--- config.mk ---
export PLATFORM = sky130hd
export DESIGN_NAME = mmio_periph
export DESIGN_NICKNAME = d
export VERILOG_FILES = /design/src/rtl/mmio_periph_pkg.sv /design/src/rtl/mmio_periph_btn_debounce.sv /design/src/rtl/mmio_periph.sv
export SDC_FILE = /design/constraint.sdc
export NUM_CORES = 1
export LEC_CHECK = 0
export ABC_AREA = 1
export CORE_ASPECT_RATIO = 0.5
export CORE_MARGIN = 10
export CORE_UTILIZATION = 57
export DETAILED_ROUTE_END_ITERATION = 8
export GPL_ROUTABILITY_DRIVEN = 0
export GPL_TIMING_DRIVEN = 0
export PLACE_DENSITY = 0.86
export RECOVER_POWER = 25
export SKIP_CTS_REPAIR_TIMING = 1
export SLEW_MARGIN = 20
export SYNTH_ARGS = -nofsm -noshare
export SYNTH_HDL_FRONTEND = slang
export SYNTH_SLANG_ARGS = --single-unit
--- constraint.sdc ---
create_clock -name clk -period 3.4 [get_ports clk]
set_clock_uncertainty 0.05 [all_clocks]
set_input_delay 0.34 -clock clk [delete_from_list [all_inputs] [get_ports clk]]
set_output_delay 0.34 -clock clk [all_outputs]
set_load 0.01 [all_outputs]
--- src/rtl/mmio_periph_pkg.sv ---
// Shared definitions for the mmio_periph hub: register offsets, CTRL layout,
// reset polarity and the active-low seven-segment hex decoder.
package mmio_periph_pkg;

    // Level of rst that holds the block in reset (sampled on rising clk)
    localparam logic RST_ACT = 1'b0;

    // Word offsets, addr[4:2]
    localparam logic [2:0] OFF_SEG  = 3'd0;
    localparam logic [2:0] OFF_LED  = 3'd1;
    localparam logic [2:0] OFF_BTN  = 3'd2;
    localparam logic [2:0] OFF_EDGE = 3'd3;
    localparam logic [2:0] OFF_CTRL = 3'd4;

    // CTRL register, bit0 scan_en, bit1 irq_en, bit2 blank
    typedef struct packed {
        logic blank;
        logic irq_en;
        logic scan_en;
    } ctrl_t;

    localparam ctrl_t CTRL_RESET = '{blank: 1'b0, irq_en: 1'b0, scan_en: 1'b1};

    // Hex nibble to segments {dp,g..a}, active-low, dp off
    function automatic logic [7:0] seg_decode(input logic [3:0] nib);
        logic [7:0] s;
        case (nib)
            4'h0: s = 8'hC0;
            4'h1: s = 8'hF9;
            4'h2: s = 8'hA4;
            4'h3: s = 8'hB0;
            4'h4: s = 8'h99;
            4'h5: s = 8'h92;
            4'h6: s = 8'h82;
            4'h7: s = 8'hF8;
            4'h8: s = 8'h80;
            4'h9: s = 8'h90;
            4'hA: s = 8'h88;
            4'hB: s = 8'h83;
            4'hC: s = 8'hC6;
            4'hD: s = 8'hA1;
            4'hE: s = 8'h86;
            default: s = 8'h8E;
        endcase
        return s;
    endfunction

endpackage

--- src/rtl/mmio_periph_btn_debounce.sv ---
// Single-button synchroniser and debouncer. A change on the synchronised
// input is accepted only after DB_CYCLES consecutive differing samples;
// rise flags the cycle in which a 0->1 change is accepted.
module btn_debounce
    import mmio_periph_pkg::*;
#(
    parameter int DB_CYCLES = 1000
) (
    input  logic clk,
    input  logic rst,
    input  logic btn,
    output logic state,
    output logic rise
);

    localparam int CNT_W = $clog2(DB_CYCLES);

    logic             sync1;
    logic             sync2;
    logic             flip;
    logic [CNT_W-1:0] cnt;

    assign flip = (sync2 != state) && (cnt == CNT_W'(DB_CYCLES - 1));
    assign rise = flip && !state;

    // Two-flop synchroniser, stability counter and accepted-state flop
    always_ff @(posedge clk) begin
        if (rst == RST_ACT) begin
            sync1 <= 1'b0;
            sync2 <= 1'b0;
            cnt   <= '0;
            state <= 1'b0;
        end else begin
            sync1 <= btn;
            sync2 <= sync1;
            if (sync2 == state) begin
                cnt <= '0;
            end else if (flip) begin
                state <= ~state;
                cnt   <= '0;
            end else begin
                cnt <= cnt + CNT_W'(1);
            end
        end
    end

endmodule

--- src/rtl/mmio_periph.sv ---
// Memory-mapped I/O hub: seven-segment scanner, LED register, debounced
// buttons with press-edge flags, level interrupt and a registered read path
// that acknowledges every hit one cycle after the strobe.
module mmio_periph
    import mmio_periph_pkg::*;
#(
    parameter int                DATA_W    = 32,
    parameter logic [DATA_W-1:0] BASE_ADDR = 32'hFFFFF000,
    parameter int                N_DIGITS  = 8,
    parameter int                N_LEDS    = 16,
    parameter int                N_BTN     = 4,
    parameter int                DB_CYCLES = 1000,
    parameter int                SCAN_DIV  = 1024
) (
    input  logic                clk,
    input  logic                rst,
    input  logic [DATA_W-1:0]   addr,
    input  logic                ce,
    input  logic                we,
    input  logic [DATA_W-1:0]   wdata,
    output logic [DATA_W-1:0]   rdata,
    output logic                ack,
    output logic [7:0]          seg_o,
    output logic [N_DIGITS-1:0] an_o,
    output logic [N_LEDS-1:0]   led_o,
    input  logic [N_BTN-1:0]    btn_i,
    output logic                irq_o
);

    localparam int PSC_W = $clog2(SCAN_DIV);
    localparam int IDX_W = (N_DIGITS > 1) ? $clog2(N_DIGITS) : 1;
    localparam int SEG_W = 4 * N_DIGITS;

    logic              hit;
    logic              wr;
    logic [2:0]        off;
    logic [SEG_W-1:0]  seg_reg;
    logic [N_LEDS-1:0] led_reg;
    logic [N_BTN-1:0]  edge_reg;
    logic [N_BTN-1:0]  edge_next;
    logic [N_BTN-1:0]  w1c;
    logic [N_BTN-1:0]  btn_state;
    logic [N_BTN-1:0]  btn_rise;
    ctrl_t             ctrl;
    ctrl_t             ctrl_next;
    logic [DATA_W-1:0] rd_val;
    logic [PSC_W-1:0]  psc;
    logic [IDX_W-1:0]  idx;
    logic [3:0]        digit;
    logic              unused_bits;

    assign hit         = ce && (addr[DATA_W-1:5] == BASE_ADDR[DATA_W-1:5]);
    assign wr          = hit && we;
    assign off         = addr[4:2];
    assign led_o       = led_reg;
    assign unused_bits = ^{addr[1:0], wdata};

    for (genvar i = 0; i < N_BTN; i++) begin : g_btn
        btn_debounce #(.DB_CYCLES(DB_CYCLES)) u_db (
            .clk   (clk),
            .rst   (rst),
            .btn   (btn_i[i]),
            .state (btn_state[i]),
            .rise  (btn_rise[i])
        );
    end

    // Next EDGE and CTRL values; a same-cycle press beats a W1C clear
    always_comb begin
        w1c = '0;
        if (wr && off == OFF_EDGE) w1c = wdata[N_BTN-1:0];
        edge_next = (edge_reg & ~w1c) | btn_rise;
        ctrl_next = ctrl;
        if (wr && off == OFF_CTRL) ctrl_next = ctrl_t'(wdata[2:0]);
    end

    // Register file writes
    always_ff @(posedge clk) begin
        if (rst == RST_ACT) begin
            seg_reg  <= '0;
            led_reg  <= '0;
            edge_reg <= '0;
            ctrl     <= CTRL_RESET;
        end else begin
            if (wr && off == OFF_SEG) seg_reg <= wdata[SEG_W-1:0];
            if (wr && off == OFF_LED) led_reg <= wdata[N_LEDS-1:0];
            edge_reg <= edge_next;
            ctrl     <= ctrl_next;
        end
    end

    // Read mux; unmapped offsets read zero
    always_comb begin
        rd_val = '0;
        case (off)
            OFF_SEG:  rd_val[SEG_W-1:0]  = seg_reg;
            OFF_LED:  rd_val[N_LEDS-1:0] = led_reg;
            OFF_BTN:  rd_val[N_BTN-1:0]  = btn_state;
            OFF_EDGE: rd_val[N_BTN-1:0]  = edge_reg;
            OFF_CTRL: rd_val[2:0]        = ctrl;
            default:  rd_val             = '0;
        endcase
    end

    // Bus response and interrupt; irq follows the post-write flag state
    always_ff @(posedge clk) begin
        if (rst == RST_ACT) begin
            rdata <= '0;
            ack   <= 1'b0;
            irq_o <= 1'b0;
        end else begin
            ack <= hit;
            if (hit && !we) rdata <= rd_val;
            irq_o <= ctrl_next.irq_en && (|edge_next);
        end
    end

    // Digit prescaler and index, frozen while scanning is disabled
    always_ff @(posedge clk) begin
        if (rst == RST_ACT) begin
            psc <= '0;
            idx <= '0;
        end else if (ctrl.scan_en) begin
            if (psc == PSC_W'(SCAN_DIV - 1)) begin
                psc <= '0;
                idx <= (idx == IDX_W'(N_DIGITS - 1)) ? '0 : idx + IDX_W'(1);
            end else begin
                psc <= psc + PSC_W'(1);
            end
        end
    end

    // Nibble of the currently scanned digit
    always_comb begin
        digit = 4'h0;
        for (int k = 0; k < N_DIGITS; k++) begin
            if (idx == IDX_W'(k)) digit = seg_reg[4*k +: 4];
        end
    end

    // Registered digit enables and segments
    always_ff @(posedge clk) begin
        if (rst == RST_ACT) begin
            an_o  <= '1;
            seg_o <= 8'hFF;
        end else if (!ctrl.scan_en || ctrl.blank) begin
            an_o  <= '1;
            seg_o <= 8'hFF;
        end else begin
            an_o  <= ~(N_DIGITS'(1) << idx);
            seg_o <= seg_decode(digit);
        end
    end

endmodule
==> flow_summary.json, run 1 <==
{
  "postRouteAntennaNets": 0,
  "floorplan.die_area_mm2": 0.0185,
  "die_width_um": 182,
  "p_leak_nw": 3.77,
  "drive_above_1_share": 0.0906,
  "diodes": 0,
  "h-tree-depth": 4,
  "ys_top_cells_by_area": "dfxtp_1 (45%), nand2_1 (7.6%), inv_1 (7.5%)",
  "hold_viol": 0,
  "grt_pass1_wl_um": 34500,
  "drt_iter0_drc": 704,
  "finalSetupViolCount": 0,
  "netlist_area_mm2": 0.00752,
  "cts_tree": "yes",
  "rows": 29,
  "layoutNonFillerInstCount": 1318,
  "ir_drop_v": 0.000320,
  "antenna_found_initial": 0,
  "drt-pass1-iter-count": 8,
  "syn_to_final_growth_pct": 29.0,
  "cts_buffers": 17,
  "insertion_delay_ns": 0.43,
  "cts_buffer_depth": 2,
  "synth_cell_types": 40,
  "grt_max_degree": 17,
  "powerDensity_mw_per_mm2": 438,
  "largest_reg_flops": 40,
  "grt_pass1_vias": 7148,
  "wl_um": 21700,
  "dpl_worst_slack_ns": 0.837,
  "clk_pin_slew_ns": 0.07,
  "maxSlewViolCount": 0,
  "maxCapViolCount": 0,
  "fin_ws_ns": 0.580,
  "critPathCaptureType": "register",
  "place_hpwl_um": 15700,
  "hold_path.class": "reg -> reg",
  "crit_fanout": 5,
  "route.detailed.wl_per_inst_um": 16.4,
  "synth_edf_count": 0,
  "port_buffers": 134,
  "yosysSeqAreaShare": 0.450,
  "final_nets": 1222,
  "whs_ns": 0.370,
  "root_buffer": "clkbuf_16",
  "ys_async_sr_fraction": 0,
  "core-area_mm2": 0.0128,
  "cpPeakStageDelay_ns": 0.33,
  "via_per_inst": 5.50,
  "critical_path_class": "reg -> reg",
  "die_h_um": 101,
  "synthCells": 982,
  "nFillCells": 874,
  "required_ns": 3.67,
  "cp_slowest_cell": "dfxtp_1",
  "cp_data_arrival_time_ns": 3.09,
  "grt-ovfl-total": 0,
  "yosys.area.top_type": "dfxtp_1",
  "fin_area_mm2": 0.00970,
  "tns_ns": 0,
  "fmax_mhz": 355,
  "start_util": 0.589,
  "syn_area_per_cell_um2": 7.66,
  "cpMostUsedCell": "nand2_1",
  "path_delay_family": "simple AND/OR/NAND/NOR gates",
  "path_buf_inv": 3,
  "clock_sinks": 169,
  "seqCellArea_mm2": 0.00338,
  "critical_path.cell_chain": "inv_1 > ha_1 > inv_2 > nor2_1 > nand2_1 > nand2_1 > nand2_1 > nand2_1 > nand2_1 > nand2_1 > nand2_1 > nand2_1 > nand2_1 > nand2_1 > inv_1 > ha_1 > nand3_1 > nor2_1 > nor2_1 > nand2_1",
  "io-pin-count": 138,
  "vias": 7253,
  "grt_use_total": 0.228,
  "period_share": 0.829,
  "status": "finished, final reports clean",
  "synth_fp_nets": 1069,
  "worst_slew_pin_slew_ns": 0.878,
  "place_area_mm2": 0.00907,
  "rsz0062_at_grt": "false",
  "cp-start-kind": "register",
  "ys_ff_latch": 169,
  "drc": 0,
  "synth_top_cell_area_share": 0.450,
  "relSlewSlack": 0.410,
  "multi_input_area_mm2": 0.00338,
  "place_inst": 1286,
  "synth_warnings": 0,
  "synth-main-ff-cell": "dfxtp_1",
  "min_period_ns": 2.82
}
report_power, final:
part	leakage [nW]	internal, mW	switching, mW
clock	0.297	1.19	0.863
combinational	2.11	0.0963	0.0969
sequential	1.37	1.99	0.00625
total	3.77	3.28	0.966
metal layers:
layer | vias to the layer above | global-route usage | wire, um
met4 | 0 | 0.116 | 744
met5 | - | 0 | 0
met2 | 317 | 0.415 | 10700
li1 | 3507 | - | -
met3 | 74 | 0.0466 | 1470
met1 | 3355 | 0.252 | 8690
worst reg2reg max path, cell delays in order (launching register included):
cell and delay, ns:
dfxtp_1 0.33, inv_1 0.11, ha_1 0.27, inv_2 0.07, nor2_1 0.32, nand2_1 0.10
nand2_1 0.08, nand2_1 0.05, nand2_1 0.09, nand2_1 0.08, nand2_1 0.07, nand2_1 0.05
nand2_1 0.10, nand2_1 0.11, nand2_1 0.15, inv_1 0.09, ha_1 0.23, nand3_1 0.14
nor2_1 0.06, nor2_1 0.08, nand2_1 0.07
cell usage after synthesis (all sizes together) (6+ instances only):
cell type	count
a211oi	51
a21oi	75
buf	18
clkbuf	16
dfxtp	169
ha	15
inv	154
nand2	163
nand3	44
nand4	10
nor2	138
nor3	39
nor3b	8
nor4	6
o21ai	30
o22ai	15
xnor2	8
layout by cell type (no fill, tap or decap), drive strengths merged:
master,Yosys,routed
a211oi,51,51
a21oi,75,75
a31oi,1,1
and3,4,4
buf,18,18
bufinv,0,3
clkbuf,16,34
clkdlybuf4s50,0,99
clkinv,0,4
clkinvlp,0,3
conb,1,1
dfxtp,169,169
dlygate4sd3,0,35
ha,15,15
inv,154,158
nand2,163,163
nand3,44,44
nand3b,1,1
nand4,10,10
nor2,138,138
nor3,39,39
nor3b,8,8
nor4,6,6
o2111ai,1,1
o211ai,4,4
o21a,3,3
o21ai,30,30
o221ai,2,2
o22ai,15,15
or2,2,2
xnor2,8,8
xor2,4,4
stage by stage:
| step | util | total power, mW |
|---|---|---|
| 5_1_grt | 0.759 | 4.35 |
| 3_5_place_dp | 0.710 | 2.23 |
| 4_1_cts | 0.759 | 4.24 |
| 6_report | 0.759 | 4.25 |
| 2_1_floorplan | - | 2.11 |
| 3_3_place_gp | 0.710 | 2.23 |
kinds of logic (layout without fill, tap and decap cells):
| group | Yosys count | after routing | synth area share |
|---|---|---|---|
| xor gates and xnor gates | 12 | 12 | 0.0140 |
| other | 1 | 1 | 0.000499 |
| and+or+nand+nor | 415 | 415 | 0.243 |
| DFF | 169 | 169 | 0.450 |
| AOI/OAI and AO/OA | 182 | 182 | 0.167 |
| buffers and inverters | 188 | 354 | 0.101 |
| adders and majority gates | 15 | 15 | 0.0250 |
final timing paths:
| check | start | endpoint | slack, ns | cells after the start |
|---|---|---|---|---|
| worst max-delay path | idx[1]$_SDFFE_PN0P_ | seg_o[4]$_SDFF_PP1_ | 0.58 | 20 |
| worst min register to register | g_btn[2].u_db.sync1$_SDFF_PN0_ | g_btn[2].u_db.sync2$_SDFF_PN0_ | 0.37 | 2 |
| worst max register to register | idx[1]$_SDFFE_PN0P_ | seg_o[4]$_SDFF_PP1_ | 0.58 | 20 |
| worst min-delay path | g_btn[2].u_db.sync1$_SDFF_PN0_ | g_btn[2].u_db.sync2$_SDFF_PN0_ | 0.37 | 2 |
cell type report:
cell class / instances / share of cell area
buffer: 34 / 0.0187
clock buffer: 18 / 0.0453
clock inverter: 14 / 0.0192
inverter: 154 / 0.0596
multi-input combinational: 625 / 0.348
sequential: 169 / 0.349
tap: 170 / 0.0219
timing repair buffer: 134 / 0.138
(Power assumes the default switching activity.)
==> run 2, diff against run 1 <==
Settings changed: CORE_UTILIZATION 57 to 47, PLACE_DENSITY 0.86 to 0.76.
Clock period 3.4 ns to 2.5 ns, I/O delays scaled along.
==> run 2 against run 1 <==
Combinational power increased by 34%. Non-clock buffer count increased by 4. Design area increased by 1.4%. Flip-flop and latch count unchanged. Via count decreased by 3.3%. Largest cell class is now multi-input gates. Sequential power increased by 36%. Sequential share of layout area decreased by 0.42 points. Critical path depth decreased by 3. Total power increased by 36%.
==> flow_summary.json, run 2 (same netlist as run 1, synthesis figures left out) <==
{
  "syn_to_final_growth_pct": 30.8,
  "drt-pass1-iter-count": 7,
  "grt_pass1_wl_um": 33000,
  "crit_fanout": 8,
  "fin_area_mm2": 0.00983,
  "drt_iter0_drc": 553,
  "min_period_ns": 2.28,
  "wl_um": 20500,
  "ir_drop_v": 0.000549,
  "cts_tree": "yes",
  "worstReg2RegEnd": "seg_o[3]$_SDFF_PP1_",
  "grt_pass1_vias": 6858,
  "port_buffers": 134,
  "r2r_slack_ns": 0.22,
  "cp_data_arrival_time_ns": 2.52,
  "power.switching_mw": 1.31,
  "largest_reg_flops": 40,
  "powerDensity_mw_per_mm2": 588,
  "critPathCaptureType": "register",
  "min-delay-start": "btn_i[2]",
  "hold_path.class": "in -> reg",
  "status": "finished, final reports clean",
  "period_share": 0.911,
  "hold_viol": 0,
  "cts_buffers": 17,
  "root_buffer": "clkbuf_16",
  "start_util": 0.484,
  "endpoint": "seg_o[3]$_SDFF_PP1_",
  "place_hpwl_um": 15400,
  "die_h_um": 109,
  "grt_max_degree": 17,
  "p_leak_nw": 3.82,
  "required_ns": 2.74,
  "h-tree-depth": 4,
  "nFillCells": 1255,
  "worst_r2r_path_depth": 17,
  "clk_pin_slew_ns": 0.07,
  "maxSlewViolCount": 0,
  "switching_share": 0.227,
  "sequentialPowerShare": 0.470,
  "core-area_mm2": 0.0155,
  "floorplan.die_area_mm2": 0.0218,
  "cp-start-kind": "register",
  "vias": 7012,
  "finalSetupViolCount": 0,
  "via_per_inst": 5.17,
  "insertion_delay_ns": 0.43,
  "diodes": 0,
  "route.detailed.wl_per_inst_um": 15.1,
  "io-pin-count": 138,
  "reg2reg_from": "idx[0]$_SDFFE_PN0P_",
  "final_common_cell": "dfxtp_1",
  "maxCapViolCount": 0,
  "place_area_mm2": 0.00911,
  "fmax_mhz": 439,
  "critical_path_class": "reg -> reg",
  "p_clk_frac": 0.486,
  "grt-ovfl-total": 0,
  "rows": 32,
  "internal-power_mw": 4.47,
  "cts_buffer_depth": 2,
  "antenna_found_initial": 0,
  "mostFrequentLayoutCells": "dfxtp_1 (167), nand2_1 (149), inv_1 (146)",
  "drive_above_1_share": 0.104,
  "combPwrFrac": 0.045,
  "worst_slew_pin_slew_ns": 0.826,
  "grt_use_total": 0.186,
  "relSlewSlack": 0.445,
  "finalPower_mw": 5.78,
  "postRouteAntennaNets": 0,
  "cp-startpoint": "idx[0]$_SDFFE_PN0P_",
  "die_width_um": 199,
  "clock_sinks": 169,
  "drc": 0,
  "final_nets": 1226
}
==> run 2: critical path: stages (launching register included) <==
cell and delay [ns]:
dfxtp_2 0.36, inv_2 0.10, ha_2 0.23, nand2_4 0.10
o21ai_0 0.23, inv_1 0.06, nand2_1 0.08, nand2_1 0.05
nand2_1 0.06, nand2_1 0.06, nand2_1 0.07, nand2_2 0.09
buf_4 0.14, ha_1 0.20, nand2_2 0.10, nand2_1 0.05
nand2_1 0.05, nand3_1 0.06
==> run 2: layout make-up <==
class | instances | area [um2] | share of cell area
Multi-Input combinational cell | 625 | 3430 | 0.349
Clock buffer | 19 | 443 | 0.0451
Timing Repair Buffer | 138 | 1370 | 0.139
Clock inverter | 13 | 183 | 0.0186
Buffer | 34 | 181 | 0.0185
Inverter | 154 | 581 | 0.0591
Sequential cell | 169 | 3390 | 0.345
Tap cell | 204 | 255 | 0.0260
==> run 2: worst min path at each step <==
stage	end	slack (ns)	depth (start not counted)
finish	g_btn[2].u_db.sync1$_SDFF_PN0_	0.31	3
global route	g_btn[0].u_db.sync1$_SDFF_PN0_	0.33	3
CTS	g_btn[2].u_db.sync1$_SDFF_PN0_	0.30	3
detailed placement	g_btn[1].u_db.sync2$_SDFF_PN0_	0.35	2
global placement	g_btn[1].u_db.sync2$_SDFF_PN0_	0.35	2
floorplan	g_btn[0].u_db.sync1$_SDFF_PN0_	0.30	2
==> run 2: power by group through the flow <==
stage               combinational, mW  sequential [mW]  clock [mW]
floorplan                      0.0881             2.78           0
global placement                0.254             2.78           0
detailed placement              0.258             2.78           0
CTS                             0.260             2.72        2.82
global route                    0.279             2.72        2.94
finish                          0.259             2.72        2.81
==> run 2: per-layer routing <==
| layer | share of wire | vias to the layer above | track usage |
|---|---|---|---|
| li1 | - | 3517 | - |
| met1 | 0.43 | 3259 | 0.223 |
| met2 | 0.50 | 206 | 0.338 |
| met3 | 0.056 | 30 | 0.0342 |
| met4 | 0.014 | 0 | 0.0503 |
| met5 | 0 | - | 0 |
==> run 2: metrics by stage <==
stage	hold WS, ns	setup TNS (ns)	cells	setup slack, ns	utilization
after floorplan	0.298	0	982	0.387	-
after global placement	0.351	0	1320	0.0284	0.587
after detailed placement	0.353	-0.0674	1320	-0.0322	0.587
after CTS	0.303	-0.187	1352	-0.0718	0.627
after global routing	0.327	-0.0410	1356	-0.0410	0.633
final	0.308	0	1356	0.221	0.633
